<file path="src/rtl/tristate_bus_pkg.sv">
// Shared types and helpers for the tristate bus arbiter: FSM state encoding
// and the round-robin search used to pick the next bus owner.
`timescale 1ns/1ps
package tristate_bus_pkg;

  localparam int unsigned MAX_N   = 16;
  localparam int unsigned IDX_W   = 4;

  typedef enum logic [1:0] {
    ST_IDLE,
    ST_OWN,
    ST_TURN
  } arb_state_e;

  typedef struct packed {
    logic             found;
    logic [IDX_W-1:0] idx;
  } rr_pick_t;

  function automatic int unsigned grant_w(input int unsigned n);
    return $clog2(n);
  endfunction

  // Searches ptr, ptr+1, ... wrapping at n (not at a power of two).
  function automatic rr_pick_t rr_pick(input logic [MAX_N-1:0] req,
                                       input logic [IDX_W-1:0] ptr,
                                       input int unsigned      n);
    rr_pick_t    r;
    int unsigned c;
    r = '0;
    for (int unsigned k = 0; k < MAX_N; k++) begin
      if (k < n) begin
        c = 32'(ptr) + k;
        if (c >= n) c = c - n;
        if (!r.found && req[c[IDX_W-1:0]]) begin
          r.found = 1'b1;
          r.idx   = c[IDX_W-1:0];
        end
      end
    end
    return r;
  endfunction

endpackage

</file>
<file path="src/rtl/tristate_bus_arbiter_picker.sv">
// Combinational round-robin priority picker shared by the IDLE and TURN
// arbitration paths.
`timescale 1ns/1ps
module rr_priority_picker
  import tristate_bus_pkg::*;
#(
  parameter int unsigned N  = 4,
  parameter int unsigned GW = 2
) (
  input  logic [N-1:0]  req,
  input  logic [GW-1:0] ptr,
  output logic          found,
  output logic [GW-1:0] idx
);

  logic [MAX_N-1:0] req_ext;
  logic [IDX_W-1:0] ptr_ext;
  rr_pick_t         pick;

  assign req_ext = MAX_N'(req);
  assign ptr_ext = IDX_W'(ptr);
  assign pick    = rr_pick(req_ext, ptr_ext, N);
  assign found   = pick.found;
  assign idx     = GW'(pick.idx);

endmodule

</file>
<file path="src/rtl/tristate_bus_arbiter.sv">
// Round-robin owner selection for a shared tristate bus: one-hot-or-zero
// driver enables, bounded ownership and an all-released gap between owners.
`timescale 1ns/1ps
module tristate_bus_arbiter
  import tristate_bus_pkg::*;
#(
  parameter int unsigned N           = 4,
  parameter int unsigned MAX_HOLD    = 8,
  parameter int unsigned TURN_CYCLES = 1,
  localparam int unsigned GW         = grant_w(N)
) (
  input  logic          clk,
  input  logic          rst_n,
  input  logic [N-1:0]  req,
  output logic [N-1:0]  sel,
  output logic [GW-1:0] grant_id,
  output logic          bus_busy,
  output logic          turnaround
);

  localparam int unsigned HW = $clog2(MAX_HOLD + 1);
  localparam int unsigned TW = $clog2(TURN_CYCLES + 1);
  localparam logic [HW-1:0] HOLD_MAX = HW'(MAX_HOLD);
  localparam logic [TW-1:0] TURN_MAX = TW'(TURN_CYCLES);
  localparam logic [GW-1:0] LAST_IDX = GW'(N - 1);

  arb_state_e    state_q, state_d;
  logic [N-1:0]  sel_q, sel_d;
  logic [GW-1:0] grant_q, grant_d;
  logic          busy_q, busy_d;
  logic          turn_q, turn_d;
  logic [GW-1:0] ptr_q, ptr_d;
  logic [HW-1:0] hold_q, hold_d;
  logic [TW-1:0] tcnt_q, tcnt_d;

  logic          pick_found;
  logic [GW-1:0] pick_idx;
  logic          release_own;

  rr_priority_picker #(.N(N), .GW(GW)) u_picker (
    .req   (req),
    .ptr   (ptr_q),
    .found (pick_found),
    .idx   (pick_idx)
  );

  assign release_own = !req[grant_q] ||
                       ((hold_q == HOLD_MAX) && ((req & ~sel_q) != '0));

  always_comb begin
    state_d = state_q;
    sel_d   = sel_q;
    grant_d = grant_q;
    busy_d  = busy_q;
    turn_d  = turn_q;
    ptr_d   = ptr_q;
    hold_d  = hold_q;
    tcnt_d  = tcnt_q;
    unique case (state_q)
      ST_IDLE: begin
        if (pick_found) begin
          state_d         = ST_OWN;
          sel_d           = '0;
          sel_d[pick_idx] = 1'b1;
          grant_d         = pick_idx;
          busy_d          = 1'b1;
          hold_d          = HW'(1);
        end
      end
      ST_OWN: begin
        if (release_own) begin
          state_d = ST_TURN;
          sel_d   = '0;
          busy_d  = 1'b0;
          turn_d  = 1'b1;
          ptr_d   = (grant_q == LAST_IDX) ? '0 : grant_q + 1'b1;
          tcnt_d  = TW'(1);
        end else if (hold_q != HOLD_MAX) begin
          hold_d = hold_q + 1'b1;
        end
      end
      ST_TURN: begin
        // Arbitration in the last gap cycle lets the new owner's enable
        // rise on the very edge that ends the gap.
        if (tcnt_q == TURN_MAX) begin
          turn_d = 1'b0;
          tcnt_d = '0;
          if (pick_found) begin
            state_d         = ST_OWN;
            sel_d           = '0;
            sel_d[pick_idx] = 1'b1;
            grant_d         = pick_idx;
            busy_d          = 1'b1;
            hold_d          = HW'(1);
          end else begin
            state_d = ST_IDLE;
          end
        end else begin
          tcnt_d = tcnt_q + 1'b1;
        end
      end
      default: begin
        state_d = ST_IDLE;
        sel_d   = '0;
        busy_d  = 1'b0;
        turn_d  = 1'b0;
      end
    endcase
  end

  always_ff @(posedge clk or negedge rst_n) begin
    if (!rst_n) begin
      state_q <= ST_IDLE;
      sel_q   <= '0;
      grant_q <= '0;
      busy_q  <= 1'b0;
      turn_q  <= 1'b0;
      ptr_q   <= '0;
      hold_q  <= '0;
      tcnt_q  <= '0;
    end else begin
      state_q <= state_d;
      sel_q   <= sel_d;
      grant_q <= grant_d;
      busy_q  <= busy_d;
      turn_q  <= turn_d;
      ptr_q   <= ptr_d;
      hold_q  <= hold_d;
      tcnt_q  <= tcnt_d;
    end
  end

  assign sel        = sel_q;
  assign grant_id   = grant_q;
  assign bus_busy   = busy_q;
  assign turnaround = turn_q;

  a_sel_onehot0: assert property (@(posedge clk) disable iff (!rst_n)
    $onehot0(sel_q));
  a_grant_match: assert property (@(posedge clk) disable iff (!rst_n)
    busy_q |-> sel_q[grant_q]);
  a_owner_gap: assert property (@(posedge clk) disable iff (!rst_n)
    ((sel_q != '0) && ($past(sel_q) != '0)) |-> (sel_q == $past(sel_q)));

endmodule

</file>
<file path="config.mk">
export PLATFORM = sky130hd
export DESIGN_NAME = tristate_bus_arbiter
export DESIGN_NICKNAME = d
export VERILOG_FILES = /design/src/rtl/tristate_bus_pkg.sv /design/src/rtl/tristate_bus_arbiter_picker.sv /design/src/rtl/tristate_bus_arbiter.sv
export SDC_FILE = /design/constraint.sdc
export NUM_CORES = 1
export LEC_CHECK = 0
export CELL_PAD_IN_SITES_DETAIL_PLACEMENT = 1
export CELL_PAD_IN_SITES_GLOBAL_PLACEMENT = 2
export CORE_UTILIZATION = 35
export CTS_BUF_LIST = sky130_fd_sc_hd__clkbuf_16
export DETAILED_ROUTE_END_ITERATION = 8
export GPL_TIMING_DRIVEN = 0
export PLACE_DENSITY_LB_ADDON = 0.05
export SLEW_MARGIN = 30
export SYNTH_ARGS = -nofsm -noshare
export SYNTH_HDL_FRONTEND = slang
export SYNTH_SLANG_ARGS = --single-unit
export TNS_END_PERCENT = 30
</file>
<file path="constraint.sdc">
create_clock -name clk -period 2.8 [get_ports clk]
set_input_delay 0.7 -clock clk [delete_from_list [all_inputs] [get_ports clk]]
set_output_delay 0.7 -clock clk [all_outputs]
set_load 0.02 [all_outputs]
</file>
==> results list <==
* Worst hold slack: 516 ps
* Net count after synthesis: 130
- First-pass iteration count of the detailed router: 4
- Overall die height: 60.9 um
- Clock skew on the completed layout was measured at 1.02 ps.
- From synthesis to final layout, the design area changed by 23.9%.
- Total power draw: 1.98 mW
- Per-cell routed wire length: 18.2 um
- Number of placed I/O pins: 14
* Global-route usage over all layers: 20.3%
* Synthesized area per cell: 10.4 sq um
- Gpl congestion: 0.825
- Sequential fraction of the synthesis area: 35.1%
- Share of layout cells above drive strength 1: 16.9%
* Outcome: completed
- Clock buffer depth: 2
- TritonCTS built the clock tree.
* Hold Path Cell Cnt: 2
- #FFs+latches synth: 17
- Entering global routing, the biggest net connects 18 pins.
- Row generation in the floorplan step produced 21 rows.
- Remaining antenna violation count after routing: 0
* Core utilization of the finished layout: 45.1%
- Sum of negative setup slack: 0 ps
- Number of flops mapped to enable cells by yosys: 0
* Number of antenna violations at the first check in global routing: 0
* ANT cells: 0
- Dividing the final minimum period by the clock period gives 96.8%.
- Leaving out fill and tap cells, the most frequent cell in the layout is sky130_fd_sc_hd__dfrtp_1.
- Synthesis instantiated 43 different standard cells from the library.
- Required time at the worst-slack endpoint: 2920 ps
- The detailed router finished its first iteration with 49 violations.
- Across the VDD grid, the largest voltage drop is 579 uV.
- Pre-CTS setup slack: -308 ps
- Synthesis produced 117 cells.
- Number of global-route vias before repair: 1078
- Max_cap viols: 0
* Class of the worst hold path: reg2reg
- Post-route DRC: 0
- For this block, the via count after detailed routing is 1021.
* Area of all placed cells without fillers: 1500 sq um
- Global routing finished with a remaining overflow of 0.
- For this run, asynchronously set or reset flops after synthesis account for 100%.
- Htree depth: 1
- For this run, the post-layout net count is 150.
- Summed over all layers, the routed wires come to 3310 um.
- Clock tree synthesis inserted a total of 3 buffers.
- For this configuration, the core starts out at a cell density of 36.4%.
- Worst Reg-to-Reg Cells: 8
- At the later pin of the worst-skew pair, clock insertion delay measures 250 ps.
* # setup viols final: 0
* Top FF cell, synth: sky130_fd_sc_hd__dfrtp_1
* Number of warnings reported in the yosys synthesis log: 0
- Highest Clock Rate: 369 MHz
- Detailed placement finished with a half-perimeter wire length of 2470 um.
* Post-Place Cells: 176
- Measured slew at the worst slew-check pin: 819 ps
- Buffers inserted to repair hold after CTS numbered 0.
* Final setup slack of the worst path: 90.7 ps
- Setup crit start kind: primary input
- Arrival @ worst endpoint: 2830 ps
- After the flow finishes, the layout carries non-filler instances totaling 182.
- Setup repair after global routing left no endpoint under its margin.
- The max-slew violation count is 0.
* Standby leakage power: 0.635 nW
- Synthesized cell area: 1210 sq um
- Die Width: 60.9 um
- Port Buffer Count: 13
- STA classifies the critical path endpoint as a flop.
- Via/cell ratio: 5.61
- Standard cell core area: 3340 sq um
- Clock-pin slew was measured on the worst setup and hold paths at 50 ps.
- Counting every sink on the clock net gives 17.
* Top library cells by usage in the layout, fill and taps aside: 17 x sky130_fd_sc_hd__dfrtp_1, 13 x sky130_fd_sc_hd__clkdlybuf4s50_1, 10 x sky130_fd_sc_hd__nand2_1
* Die ar.: 3710 sq um
- Power per cell area: 1320 nW/um^2
- Root buffer cell: sky130_fd_sc_hd__clkbuf_16
* Post-detailed-placement cell area: 1400 sq um
- The first global-routing pass estimated 5290 um of wire.
* Time the final worst path needs with I/O delays and setup: 2710 ps
* Worst-path fanout max: 7
- The worst setup path is of the in2reg kind.
* Final hold violations: 0
- In this run the tightest slew margin relative to its limit is 45.2%.
[synth_stat cells (2+ instances only)]
library cell	n	share of area [%]
sky130_fd_sc_hd__inv_1	7	2.2
sky130_fd_sc_hd__a21oi_1	3	1.2
sky130_fd_sc_hd__nand2b_1	6	3.1
sky130_fd_sc_hd__nor2b_1	2	1.0
sky130_fd_sc_hd__nand4_1	2	1.0
sky130_fd_sc_hd__dfrtp_1	17	35
sky130_fd_sc_hd__mux2_2	4	3.7
sky130_fd_sc_hd__mux4_2	4	7.4
sky130_fd_sc_hd__o211ai_1	4	2.5
sky130_fd_sc_hd__xor2_1	2	1.4
sky130_fd_sc_hd__nor2_1	5	1.5
sky130_fd_sc_hd__o21bai_1	2	1.2
sky130_fd_sc_hd__o21ai_1	2	0.82
sky130_fd_sc_hd__nand2_1	10	3.1
sky130_fd_sc_hd__nand3b_1	3	1.9
sky130_fd_sc_hd__o21ai_0	5	2.1
sky130_fd_sc_hd__nand3_1	2	0.82
sky130_fd_sc_hd__o31ai_1	5	3.1
sky130_fd_sc_hd__xnor2_1	2	1.4
sky130_fd_sc_hd__ha_1	7	7.2
[flip-flops by register name (all words and copies together), names as in the netlist]
| register | flops |
|---|---|
| hold_q | 4 |
| sel | 4 |
| grant_id | 2 |
| ptr_q | 2 |
| state_q | 2 |
| bus_busy | 1 |
| tcnt_q | 1 |
| turnaround | 1 |
[layer usage]
metal / vias up / share of wire (%) / GRT usage [%]
li1: 476 / - / -
met1: 518 / 43 / 23.4
met2: 16 / 52 / 36.3
met3: 11 / 2.2 / 4.05
met4: 0 / 2.8 / 8.77
met5: - / 0 / 0
[cell type report]
type	instances	area [sq um]
Inverter	7	26.3
Timing Repair Buffer	15	145
Clock buffer	3	75.1
Buffer	2	15.0
Tap cell	46	57.6
Multi-Input combinational cell	91	756
Fill cell	400	1830
Clock inverter	1	3.75
Sequential cell	17	425
[logic make-up after synthesis]
kind of cell	after synthesis	share of synthesized area, %
AOI/OAI and AO/OA	32	20.8
xor gates and xnor gates	4	2.89
and+or+nand+nor	37	16.5
muxes	11	14.1
buffers and inverters	9	3.40
adders and majority gates	7	7.22
DFF	17	35.1
[report_power, final]
part	switching, mW	internal, mW	total, mW	leakage, nW
Clock	0.0926	0.190	0.282	0.0423
Combinational	0.682	0.550	1.23	0.383
Sequential	0.117	0.347	0.464	0.210
[critical path, cell delays in order]
cell                              delay (ps)
sky130_fd_sc_hd__clkdlybuf4s50_1         530
sky130_fd_sc_hd__mux4_2                  570
sky130_fd_sc_hd__nand3b_1                200
sky130_fd_sc_hd__a2111oi_2               420
sky130_fd_sc_hd__a2bb2oi_2               290
sky130_fd_sc_hd__o31ai_1                 110
[what timing repair did]
item / CTS / global route
endpoints found under the setup margin: 6 / 8
pin swaps: 1 / 1
hold endpoints to repair: 0 / 0
setup buffers: 2 / 0
resized for setup: 2 / 0
[final timing paths]
kind	startpoint	slack, ps	endpoint
setup reg to reg	ptr_q[0]$_DFFE_PN0P_	240	grant_id[0]$_DFFE_PN0P_
min in group asynchronous	rst_n	930	ptr_q[0]$_DFFE_PN0P_
setup / recovery	req[1]	90	sel[3]$_DFFE_PN0P_
hold / removal	tcnt_q$_DFFE_PN0P_	520	tcnt_q$_DFFE_PN0P_
max in group asynchronous	rst_n	1370	sel[1]$_DFFE_PN0P_
hold reg to reg	tcnt_q$_DFFE_PN0P_	520	tcnt_q$_DFFE_PN0P_
Power figures use the tool's default switching activity.
